[config.mk]
export PLATFORM = sky130hd
export DESIGN_NAME = cpu_control
export DESIGN_NICKNAME = d
export VERILOG_FILES = /design/src/rtl/cpu_pkg.sv /design/src/rtl/hack_alu.sv /design/src/rtl/cpu_control.sv
export SDC_FILE = /design/constraint.sdc
export NUM_CORES = 1
export LEC_CHECK = 0
export CORE_MARGIN = 2
export CORE_UTILIZATION = 50
export DETAILED_ROUTE_END_ITERATION = 7
export PLACE_DENSITY = 0.82
export SLEW_MARGIN = 0
export SYNTH_ARGS = -nofsm -noshare
export SYNTH_HDL_FRONTEND = slang
export SYNTH_SLANG_ARGS = --single-unit
[constraint.sdc]
create_clock -name clk -period 10 [get_ports clk]
set_input_delay 2 -clock clk [delete_from_list [all_inputs] [get_ports clk]]
set_output_delay 2 -clock clk [all_outputs]
set_load 0.05 [all_outputs]
[src/rtl/cpu_pkg.sv]
// cpu_pkg: shared widths, FSM state type and instruction field positions
// for the Hack-style CPU controller.
package cpu_pkg;

    localparam int PC_W   = 15;
    localparam int ADDR_W = 13;
    localparam int DATA_W = 16;

    localparam int TYPE_BIT = 15;
    localparam int A_BIT    = 12;
    localparam int COMP_HI  = 11;
    localparam int COMP_LO  = 6;
    localparam int DEST_HI  = 5;
    localparam int DEST_LO  = 3;
    localparam int JUMP_HI  = 2;
    localparam int JUMP_LO  = 0;

    typedef enum logic [1:0] {IDLE, FETCH, EXEC} state_t;

    // jump bits are {lt, eq, gt}
    function automatic logic jump_taken(input logic [2:0] jump, input logic zr, input logic ng);
        return (jump[2] & ng) | (jump[1] & zr) | (jump[0] & ~ng & ~zr);
    endfunction

endpackage

[src/rtl/hack_alu.sv]
// hack_alu: combinational Hack ALU; comp = {zx, nx, zy, ny, f, no}.
module hack_alu
    import cpu_pkg::*;
(
    input  logic [DATA_W-1:0] x,
    input  logic [DATA_W-1:0] y,
    input  logic [5:0]        comp,
    output logic [DATA_W-1:0] result,
    output logic              zr,
    output logic              ng
);

    logic [DATA_W-1:0] x_z, x_n, y_z, y_n, f_out;

    assign x_z    = comp[5] ? '0 : x;
    assign x_n    = comp[4] ? ~x_z : x_z;
    assign y_z    = comp[3] ? '0 : y;
    assign y_n    = comp[2] ? ~y_z : y_z;
    assign f_out  = comp[1] ? x_n + y_n : x_n & y_n;
    assign result = comp[0] ? ~f_out : f_out;
    assign zr     = result == '0;
    assign ng     = result[DATA_W-1];

endmodule

[src/rtl/cpu_control.sv]
// cpu_control: IDLE/FETCH/EXEC sequencer for a Hack-style CPU; fetches from
// ROM, decodes A/C instructions and drives the register/memory write enables.
module cpu_control
    import cpu_pkg::*;
(
    input  logic              clk,
    input  logic              rst_n,
    input  logic              run,
    output logic              rom_req,
    output logic [PC_W-1:0]   rom_addr,
    input  logic              rom_valid,
    input  logic [DATA_W-1:0] rom_data,
    output logic [ADDR_W-1:0] addr,
    output logic              reg_a_en,
    output logic              reg_d_en,
    output logic              reg_m_en,
    output logic [DATA_W-1:0] data_out,
    input  logic [DATA_W-1:0] reg_a_in,
    input  logic [DATA_W-1:0] reg_d_in,
    input  logic [DATA_W-1:0] reg_m_in,
    output logic [PC_W-1:0]   pc,
    output logic              halted
);

    state_t            state, state_nxt;
    logic [PC_W-1:0]   pc_nxt;
    logic [DATA_W-1:0] ir, ir_nxt, result;
    logic              zr, ng;

    hack_alu u_alu (
        .x      (reg_d_in),
        .y      (ir[A_BIT] ? reg_m_in : reg_a_in),
        .comp   (ir[COMP_HI:COMP_LO]),
        .result (result),
        .zr     (zr),
        .ng     (ng)
    );

    always_ff @(posedge clk or negedge rst_n) begin
        if (!rst_n) begin
            state <= IDLE;
            pc    <= '0;
            ir    <= '0;
        end else begin
            state <= state_nxt;
            pc    <= pc_nxt;
            ir    <= ir_nxt;
        end
    end

    // addr and jump target both come from the pre-instruction A value
    always_comb begin
        state_nxt = state;
        pc_nxt    = pc;
        ir_nxt    = ir;
        reg_a_en  = 1'b0;
        reg_d_en  = 1'b0;
        reg_m_en  = 1'b0;
        case (state)
            IDLE:  state_nxt = run ? FETCH : IDLE;
            FETCH: begin
                if (rom_valid) begin
                    ir_nxt    = rom_data;
                    state_nxt = EXEC;
                end
            end
            EXEC: begin
                state_nxt = run ? FETCH : IDLE;
                if (ir[TYPE_BIT]) begin
                    {reg_a_en, reg_d_en, reg_m_en} = ir[DEST_HI:DEST_LO];
                    pc_nxt = jump_taken(ir[JUMP_HI:JUMP_LO], zr, ng) ? reg_a_in[PC_W-1:0] : pc + 1'b1;
                end else begin
                    reg_a_en = 1'b1;
                    pc_nxt   = pc + 1'b1;
                end
            end
            default: state_nxt = IDLE;
        endcase
    end

    assign rom_req  = state == FETCH;
    assign rom_addr = pc;
    assign halted   = state == IDLE;
    assign addr     = reg_a_in[ADDR_W-1:0];
    assign data_out = ir[TYPE_BIT] ? result : ir;

endmodule

Word-level counts from Yosys, hierarchy flattened
Index checks and enable logic that the tools add are counted.
Operators by class
  $add $sub $neg: 2
  $mul: 0
  div/mod/pow operators: 0
  $lt $le $gt $ge: 0
  equality and inequality tests: 3
  shifts and indexed selects: 0
  mux-type cells: 19
  bitwise gates (word level): 12
  reductions and logical operators: 4
Operators by type and width (number)
  $mux W16: 8
  $not A16 Y16: 3
  $mux W15: 2
  $add A16 B16 Y16: 1
  $and A16 B16 Y16: 1
  $logic_not A16 Y1: 1
  $add A15 B1 Y15 const B: 1
  $mux W1: 7
  $and A1 B1 Y1: 4
  $pmux W2 S2: 1
  $eq A2 B1 Y1 const B: 1
  $eq A2 B2 Y1 const B: 1
  $logic_not A2 Y1: 1
  $mux W2: 1
  $ne A2 B1 Y1 const B: 1
  $not A1 Y1: 2
  $or A1 B1 Y1: 2
  $reduce_and A2 Y1: 1
  $reduce_or A2 Y1: 1
Word-level totals
  register bits after elaboration: 33
  latch bits: 0
  RAM bits: 0
  memory bits (read-only): 0
  input port bits: 68
  output and inout port bits: 64
  word-level logic and storage cells: 43
  memories kept: 0

Logic depth before layout (Yosys ltp)
Gate-level depths: netlist (run 1).
  word-level depth: 14
  gate-level depth with buffers: 18
  gate-level depth less buffers: 16

By module
From an unflattened synthesis (run 1), not the netlist that was laid out.
Unflattened totals
  cells, all modules: 498
  area total of the unflattened synthesis: 4222.8 um2
Modules (own cells, without submodules)
  cpu_control: instances 1, cells each 230, area an instance 2304.7 um2, seq. area each 825.8 um2
  hack_alu: instances 1, cells each 268, area an instance 1918.1 um2, seq. area each 0.0 um2

Worst setup path after synthesis (run 1)
OpenSTA, ideal clock, no wires.
  path type: input to output
  start point: in reg_m_in[0]
  end point: out data_out[8]
  data arrival time: 4706 ps
  path slack: 3294 ps
  stages: 12
  path buffers: 0
  cell sequence: mux2i_1 > nor2_1 > xor2_1 > ha_1 > inv_1 > fa_1 > nor2b_1 > o31ai_2 > nand4_1 > or3b_1 > xnor2_1 > a21oi_1
On the way
  longest elaborated chain between the ends: 9
RTL lines
  start, declared: RTL line cpu_control.sv:20  | input logic [DATA_W-1:0] reg_m_in,
  $mux W16 (*): RTL line cpu_control.sv:32  | .y (ir[A_BIT] ? reg_m_in : reg_a_in),
  $mux W16 (*): RTL line hack_alu.sv:17  | assign y_z = comp[3] ? '0 : y;
  $not A16 Y16: RTL line hack_alu.sv:18  | assign y_n = comp[2] ? ~y_z : y_z;
  $mux W16 (*): RTL line hack_alu.sv:18
  $add A16 B16 Y16 (*): RTL line hack_alu.sv:19  | assign f_out = comp[1] ? x_n + y_n : x_n & y_n;
  $mux W16 (*): RTL line hack_alu.sv:19
  $not A16 Y16: RTL line hack_alu.sv:20  | assign result = comp[0] ? ~f_out : f_out;
  $mux W16 (*): RTL line hack_alu.sv:20
  $mux W16 (*): RTL line cpu_control.sv:85  | assign data_out = ir[TYPE_BIT] ? result : ir;
  end, declared: RTL line cpu_control.sv:17  | output logic [DATA_W-1:0] data_out,
Every way passes the cells marked *; elsewhere a longest branch is shown, timed or not.

Worst setup path after layout (run 1)
  start point: in reg_a_in[8]
  end point: out data_out[15]
On the way
  longest elaborated chain between the ends: 9
RTL lines
  start, declared: RTL line cpu_control.sv:18  | input logic [DATA_W-1:0] reg_a_in,
  $mux W16 (*): RTL line cpu_control.sv:32
  $mux W16 (*): RTL line hack_alu.sv:17
  $not A16 Y16: RTL line hack_alu.sv:18
  $mux W16 (*): RTL line hack_alu.sv:18
  $add A16 B16 Y16 (*): RTL line hack_alu.sv:19
  $mux W16 (*): RTL line hack_alu.sv:19
  $not A16 Y16: RTL line hack_alu.sv:20
  $mux W16 (*): RTL line hack_alu.sv:20
  $mux W16 (*): RTL line cpu_control.sv:85
Marked as above.

==> results of run 1 <==
placed cells by master (no fill, tap or decap), types with 7 or more instances in the layout:
master           Yosys  final
nor3_1              14     14
mux2i_1             22     22
inv_1               12     12
nor2b_1             13     13
nor2_1              45     45
xnor2_1             26     26
xor2_1              22     22
a31oi_1              8      8
dfrtp_1             33     33
and4_1               7      7
nand2_1             25     25
clkdlybuf4s50_1      0    131
a21oi_1             23     23
nand2b_1            24     24
and3_1              12     12
mux2_2              28     28
nand3_1             15     15
o21ai_0             14     14
ha_1                17     17
through the flow:
stage               util, %  power [W]
floorplan                 -    0.00168
global placement       64.2    0.00209
detailed placement     64.2    0.00211
CTS                    65.2    0.00223
global route           65.2    0.00238
finish                 65.2    0.00224
state kept, by name, summed over array words and instances (netlist names):
register	cells
ir	16
pc	15
state	2
cells by family after synthesis:
family | count (synthesis) | share of synthesized area (%)
xor+xnor | 48 | 9.39
compound gates | 109 | 20.8
buf+inv | 73 | 8.86
simple gates | 202 | 25.4
flops | 33 | 18.4
mux | 50 | 12.0
fa+ha+maj | 18 | 5.20
final cells by class:
| type | count | area [um2] | share of cell area, % |
|---|---|---|---|
| Tap cell | 108 | 135 | 2.38 |
| Clock buffer | 5 | 68.8 | 1.21 |
| Timing Repair Buffer | 135 | 1340 | 23.6 |
| Sequential cell | 33 | 826 | 14.5 |
| Inverter | 12 | 45.0 | 0.792 |
| Clock inverter | 3 | 17.5 | 0.308 |
| Multi-Input combinational cell | 427 | 3260 | 57.2 |
metal layers:
metal / global-route usage, % / part of all wire, % / vias up
met5: 0 / 0 / -
li1: - / - / 2075
met4: 8.22 / 2.6 / 0
met1: 33.8 / 42 / 2090
met2: 49.3 / 50 / 195
met3: 3.76 / 5.7 / 33
power breakdown:
part	switching [W]	leakage (nW)	internal (W)
sequential	0.000116	0.380	0.000181
combinational	0.00113	1.87	0.000703
clock	0.0000582	0.0439	0.0000482
path summary, 6_finish.rpt:
kind | from | to | slack (ns) | cells after the start
hold / removal | ir[14] | ir[14] | 0.51 | 1
min in group asynchronous | rst_n | pc[13] | 2.12 | 2
setup reg to reg | ir[12] | pc[8] | 4.34 | 16
max in group asynchronous | rst_n | pc[4] | 7.53 | 2
hold reg to reg | ir[14] | ir[14] | 0.51 | 1
setup / recovery | reg_a_in[8] | data_out[15] | 1.91 | 14
worst max-delay path: stages:
cell and delay (ns):
clkdlybuf4s50_1 0.47, mux2i_1 0.28, nor2_1 0.11, xor2_1 0.18
ha_1 0.43, a21oi_1 0.31, o211a_1 0.25, nor3_4 0.06
o21ai_1 0.26, a211oi_2 0.14, nor3_1 0.34, xnor2_1 0.25
and2_1 0.20, clkdlybuf4s50_1 0.81
==> flow_summary.yaml, run 1 <==
die:
  initial_core_util_pct: 51.3
  dieArea_um2: 9730
  rows: 34
  io_pins: 132
  design.core.area_um2: 8720
  die_h_um: 98.6
  fp.dieW_um: 98.6
job:
  maxCapViolCount: 0
synthesis:
  synth_top_area_share_pct: 18.4
  netlist_top_cells_count: "nor2_1, dfrtp_1, buf_4"
  synth_seq_area_share_pct: 18.4
  netlist_top_cells_area: "dfrtp_1, mux2_2, xnor2_1"
  syn-num-nets: 619
  syn_inst: 533
  syn_area_um2: 4480
  ys_types: 73
  synth-async-reset-ratio_pct: 100
  avgSynthCellArea_um2: 8.40
  synth.most_common_cell: "nor2_1"
  synth_edf_count: 0
  synth_ff_type: "dfrtp_1"
  ys_ff_latch: 33
  yosysTopAreaCell: "dfrtp_1"
  yosysWarnings: 0
cts:
  cts_made_buffers: 5
  cts_sinks: 33
  h-tree-depth: 2
  holdBufCountCts: 0
  cts_tree: "done"
  clock_latency_ns: 0.30
  post_cts_buffers: 0
  ctsResizeCount: 0
  path_clk_slew_ns: 0.07
  clock_path_buffers: 2
  cts_root_buf: "clkbuf_8"
critical_path:
  criticalPathCategory: "input port to output port"
  crit_path_start_kind: "input port"
  endpoint_kind: "output port"
  cp.arrival_ns: 6.09
  cp_max_fo: 7
  cp.required_ns: 8.00
placement:
  place_area_um2: 5600
  place_inst: 715
  place_congestion: 0.938
  numPortBuffers: 131
  dpl_worst_slack_ns: 2.00
  dp_hpwl_mm: 10.4
timing:
  fin_crit_sh_pct: 80.9
  timing.hold.ws_ns: 0.507
  finalWorstSetupSlack_ns: 1.91
  maxSlewHeadroom_pct: 30.6
  final_hold_viol_count: 0
  rsz0062_at_grt: "no"
  setup_violations: 0
  setup_tns_ns: 0
  finalCriticalPeriod_ns: 8.09
  worst_pin_slew_ns: 1.04
  max_freq_mhz: 124
  fin_skew_ns: 0.00871
  drv_slew: 0
grt:
  track_usage_pct: 27.3
  grt_pass1_vias: 4259
  grt_pass1_wl_mm: 21.7
  antenna_found_initial: 0
  grt_max_degree: 39
  gr-total-overflow: 0
pwr:
  ir_drop_mv: 0.251
  powerDensity_nw_per_um2: 393
  p_leak_nw: 2.29
finish:
  area_delta_synth_final_pct: 27.0
  fin_area_um2: 5690
  finish.cell_count_without_fillers: 723
  drive_gt1_share_pct: 11.7
  nFillCells: 734
  num_antenna_cells: 0
  nets: 700
drt:
  viasPerCell: 6.08
  vias: 4393
  routed_wl_mm: 13.5
  drc: 0
  drtPass1Iterations: 5
  wl_per_cell_um: 18.7
  postRouteAntennaNets: 0
  drt_iter0_markers: 236
worst_hold_path:
  hold_path.class: "flop to flop"
status:
  status: "finished clean"
Note: power is estimated with default switching activity, not from simulation.
==> run 2, diff against run 1 <==
Settings changed: CORE_UTILIZATION 50 to 49, PLACE_DENSITY 0.82 to 0.8.
Clock period 10 ns to 8.41 ns, I/O delays scaled along.
==> run 2 against run 1 <==
Global-route usage rose by 0.93 points. Non-clock buffer count rose by 1. Clock skew barely moved. Total power increased by 22%. Worst setup slack worse by 0.94 ns. Utilization fell by 0.20 points. Flip-flop and latch count did not move. Critical path depth did not move. Cell count increased by 0.14%. Wire length rose by 4.9%. Clock power is 58% higher.
==> flow_summary.yaml, run 2 (synthesis results as in run 1) <==
critical_path:
  criticalPathCategory: "input port to output port"
  cp_max_fo: 6
  cp.arrival_ns: 5.76
  endpoint_kind: "output port"
  crit_path_start_kind: "input port"
  cp.required_ns: 6.73
finish:
  post-route-util_pct: 65.0
  final_cell_mix: "clkdlybuf4s50_1, nor2_1, dfrtp_1, mux2_2, xnor2_1"
  finish.cell_count_without_fillers: 724
  largest_reg_flops: 16
  area_delta_synth_final_pct: 27.9
  layout_commonest_cell: "clkdlybuf4s50_1"
  num_antenna_cells: 0
  drive_gt1_share_pct: 11.7
  fin_area_um2: 5730
  reg.largest.list: "ir x16, pc x15, state x2"
  largest_register: "ir"
  nets: 701
cts:
  cts_tree: "done"
  post_cts_buffers: 0
  cts_root_buf: "clkbuf_8"
  h-tree-depth: 2
  clock_path_buffers: 2
  cts_made_buffers: 5
  clock_latency_ns: 0.30
  path_clk_slew_ns: 0.08
  cts_sinks: 33
  holdBufCountCts: 0
  ctsResizeCount: 0
drt:
  vias: 4364
  drc: 0
  viasPerCell: 6.03
  drtPass1Iterations: 5
  routed_wl_mm: 14.2
  drt_iter0_markers: 203
  wl_per_cell_um: 19.6
  postRouteAntennaNets: 0
timing:
  drv_slew: 0
  finalWorstSetupSlack_ns: 0.972
  setup_tns_ns: 0
  setup_violations: 0
  final_hold_viol_count: 0
  finalCriticalPeriod_ns: 7.44
  fin_skew_ns: 0.00886
  rsz0062_at_grt: "no"
  max_freq_mhz: 134
  maxSlewHeadroom_pct: 34.3
  fin_crit_sh_pct: 88.4
  worst_pin_slew_ns: 0.986
grt:
  grt_pass1_vias: 4283
  antenna_found_initial: 0
  grt_pass1_wl_mm: 22.4
  grt_max_degree: 39
  track_usage_pct: 28.3
  gr-total-overflow: 0
pwr:
  p_seq_share_pct: 12.9
  clock_power_share_pct: 6.1
  p_int_w: 0.00115
  p_leak_nw: 2.31
  ir_drop_mv: 0.274
  p_comb_share_pct: 81.0
  powerDensity_nw_per_um2: 477
  power.switching_w: 0.00158
  swShare_pct: 57.7
die:
  fp.dieW_um: 99.6
  initial_core_util_pct: 50.9
  design.core.area_um2: 8810
  io_pins: 132
  rows: 34
  dieArea_um2: 9920
  die_h_um: 99.6
placement:
  place_congestion: 0.958
  numPortBuffers: 131
  place_area_um2: 5610
  dp_hpwl_mm: 11.0
  place_inst: 716
  dpl_worst_slack_ns: 0.968
status:
  status: "finished clean"
job:
  maxCapViolCount: 0
worst_hold_path:
  hold_path.class: "flop to flop"
==> run 2: cell count changes in the layout (fill, tap and decap cells not counted), sizes merged <==
cell / delta
buf: +1
bufinv: +1
clkbuf: +2
clkinvlp: -1
clkinv: -2
==> run 2: layer usage <==
| metal | wire, um | global-route usage (%) |
|---|---|---|
| met1 | 5970 | 36.8 |
| met2 | 7020 | 48.6 |
| met3 | 970 | 5.55 |
| met4 | 203 | 6.22 |
| met5 | 0 | 0 |
==> run 2: metrics by stage <==
stage | total power (W) | hold slack (ns)
after global placement | 0.00252 | 0.485
after detailed placement | 0.00254 | 0.498
final | 0.00273 | 0.510
after CTS | 0.00272 | 0.515
after global routing | 0.00290 | 0.534
after floorplan | 0.00200 | 0.475
==> run 2: power by group through the flow <==
| stage | clock (W) | combinational, W | sequential, W |
|---|---|---|---|
| after floorplan | 0 | 0.00161 | 0.000393 |
| after global placement | 0 | 0.00218 | 0.000348 |
| after detailed placement | 0 | 0.00219 | 0.000352 |
| after CTS | 0.000168 | 0.00220 | 0.000350 |
| after global routing | 0.000173 | 0.00236 | 0.000366 |
| final | 0.000167 | 0.00221 | 0.000352 |
==> run 2: final timing paths <==
path / from / to / slack (ns) / cells past startpoint
max: reg_a_in[3] / data_out[15] / 0.97 / 14
min: ir[14] / ir[14] / 0.51 / 1
max reg2reg: ir[12] / pc[5] / 3.04 / 17
min reg2reg: ir[14] / ir[14] / 0.51 / 1
max in group asynchronous: rst_n / pc[5] / 6.24 / 2
min in group asynchronous: rst_n / pc[11] / 1.82 / 2
==> run 2: critical path, stage by stage <==
cell	delay (ns)
clkdlybuf4s50_1	0.57
mux2i_1	0.10
nor2_1	0.17
xor2_1	0.11
ha_1	0.44
o211ai_1	0.15
o21ai_1	0.28
and4_4	0.30
o21ai_1	0.11
and4_4	0.22
nor3_1	0.37
xnor2_1	0.24
and2_1	0.19
clkdlybuf4s50_1	0.81
==> run 2: final cells by class <==
type	count	area, um2
inverter	12	45.0
clock buffer	7	86.3
sequential	33	826
fill	782	3080
multi-input combinational	427	3260
clock inverter	1	30.0
timing repair buffer	136	1350
tap	108	135
==> run 3, diff against run 2 <==
Settings changed: CORE_UTILIZATION 49 to 50, DONT_BUFFER_PORTS set to 1, PLACE_DENSITY 0.8 to 0.63.
==> run 3 against run 2 <==
Maximum frequency up 16%. Count of clock-buffer cells in the layout down 1. Critical path depth shrank 2. Worst setup slack improved by 1.0 ns. Cell count decreased by 18%. First-iteration DRC count grew 24%. Clock skew fell by 0.0012 ns. Critical endpoint unchanged. Sequential share of layout area rose by 4.3 points. Flip-flop and latch count stayed put. Global-route usage decreased by 2.7 points. Die area decreased by 1.9%. Non-clock buffer count down 132.
==> flow_summary.yaml, run 3 (synthesis results as in run 1) <==
status:
  status: "finished clean"
worst_hold_path:
  holdCritStartpoint: "ir[14]"
  hold_path.class: "flop to flop"
cts:
  ctsResizeCount: 0
  cts_tree: "done"
  post_cts_buffers: 0
  clock_latency_ns: 0.29
  cts_sinks: 33
  cts_made_buffers: 5
  h-tree-depth: 2
  clock_path_buffers: 2
  holdBufCountCts: 0
  path_clk_slew_ns: 0.07
  cts_root_buf: "clkbuf_8"
job:
  maxCapViolCount: 0
grt:
  grt_pass1_wl_mm: 19.8
  met3_usage_pct: 5.89
  antenna_found_initial: 0
  use_met1_pct: 34.6
  gr-total-overflow: 0
  grt_pass1_vias: 3645
  top_usage_layer: "met2"
  track_usage_pct: 25.6
  grt_max_degree: 39
  gr-usage-met2_pct: 41.4
critical_path:
  criticalPathCategory: "input port to output port"
  crit_path_start_kind: "input port"
  max_stage_delay_ns: 0.53
  slowest_stage: "and2_1"
  cp.arrival_ns: 4.73
  cp_max_fo: 6
  cp.required_ns: 6.73
  critPathBufInv: 0
  critPathLaunch: "reg_m_in[3]"
  cp_top_family: "simple AND/OR/NAND/NOR gates"
  endpoint_kind: "output port"
  regToRegStartpoint: "ir[12]"
  path_cells: "mux2i_1, nor2_1, xor2_1, ha_1, o211ai_1, o21ai_1, and4_4, o21ai_1, and4_4, nor3_1, xnor2_1, and2_1"
die:
  io_pins: 132
  initial_core_util_pct: 51.3
  dieArea_um2: 9730
  fp.dieW_um: 98.6
  die_h_um: 98.6
  rows: 34
  design.core.area_um2: 8720
finish:
  area_delta_synth_final_pct: -1.48
  largest_register: "ir"
  num_antenna_cells: 0
  nFillCells: 851
  reg.largest.list: "ir x16, pc x15, state x2"
  drive_gt1_share_pct: 14.9
  nets: 569
  layout_commonest_cell: "nor2_1"
  largest_reg_flops: 16
  post-route-util_pct: 50.6
  final_cell_mix: "nor2_1, dfrtp_1, mux2_2, xnor2_1, nand2_1"
drt:
  routed_wl_mm: 12.8
  wl_per_cell_um: 21.6
  vias: 3888
  drt_iter0_markers: 251
  drc: 0
  viasPerCell: 6.57
  postRouteAntennaNets: 0
  drtPass1Iterations: 5
timing:
  fin_skew_ns: 0.00763
  timing.hold.ws_ns: 0.508
  worst_pin_slew_ns: 1.13
  setup_tns_ns: 0
  fin_crit_sh_pct: 76.2
  setup_violations: 0
  max_freq_mhz: 156
  finalCriticalPeriod_ns: 6.41
  final_hold_viol_count: 0
  maxSlewHeadroom_pct: 24.7
  drv_slew: 0
  rsz0062_at_grt: "no"
placement:
  place_congestion: 0.906
  dp_hpwl_mm: 9.86
  numPortBuffers: 0
-- run 3: cell type report --
type | count | area, um2 | share of cell area, %
inverters | 12 | 45.0 | 1.02
repair buffers | 4 | 30.0 | 0.681
clock inverters | 2 | 37.5 | 0.851
well taps | 108 | 135 | 3.06
clock buffers | 6 | 82.6 | 1.87
flip-flops and latches | 33 | 826 | 18.7
multi-input cells | 427 | 3260 | 73.8
-- run 3: path summary, 6_finish.rpt --
| path | to | slack (ns) | cells past startpoint |
|---|---|---|---|
| max | data_out[15] | 2.00 | 12 |
| min | ir[14] | 0.51 | 1 |
| max reg2reg | pc[9] | 2.83 | 16 |
| min reg2reg | ir[14] | 0.51 | 1 |
| max in group asynchronous | ir[10] | 7.23 | 0 |
| min in group asynchronous | ir[4] | 1.07 | 0 |
-- run 3: worst register-to-register path, delay by kind of cell, from the launching register on --
kind	cells	cell delay, ns
compound gates	6	1.90
simple gates	5	1.31
flops	1	0.96
fa+ha+maj	2	0.72
mux	1	0.28
xor+xnor	1	0.16
buf+inv	1	0.08
-- run 3: per-layer routing --
layer / part of all wire (%) / vias to the layer above
li1: - / 1802
met1: 43 / 1857
met2: 46 / 199
met3: 8.7 / 30
met4: 2.5 / 0
met5: 0 / -
-- run 3: stage by stage --
step	instances	worst slack (ns)	cell area (um2)
after floorplan	533	2.34	4480
after global placement	584	2.08	4290
after detailed placement	584	2.05	4290
after CTS	592	2.04	4410
after global routing	592	1.81	4410
final	592	2.00	4410
Power of run 3 is left out: the tool's default activity adds up to more than one toggle a clock period on the data nets, which glitch-free logic cannot reach.
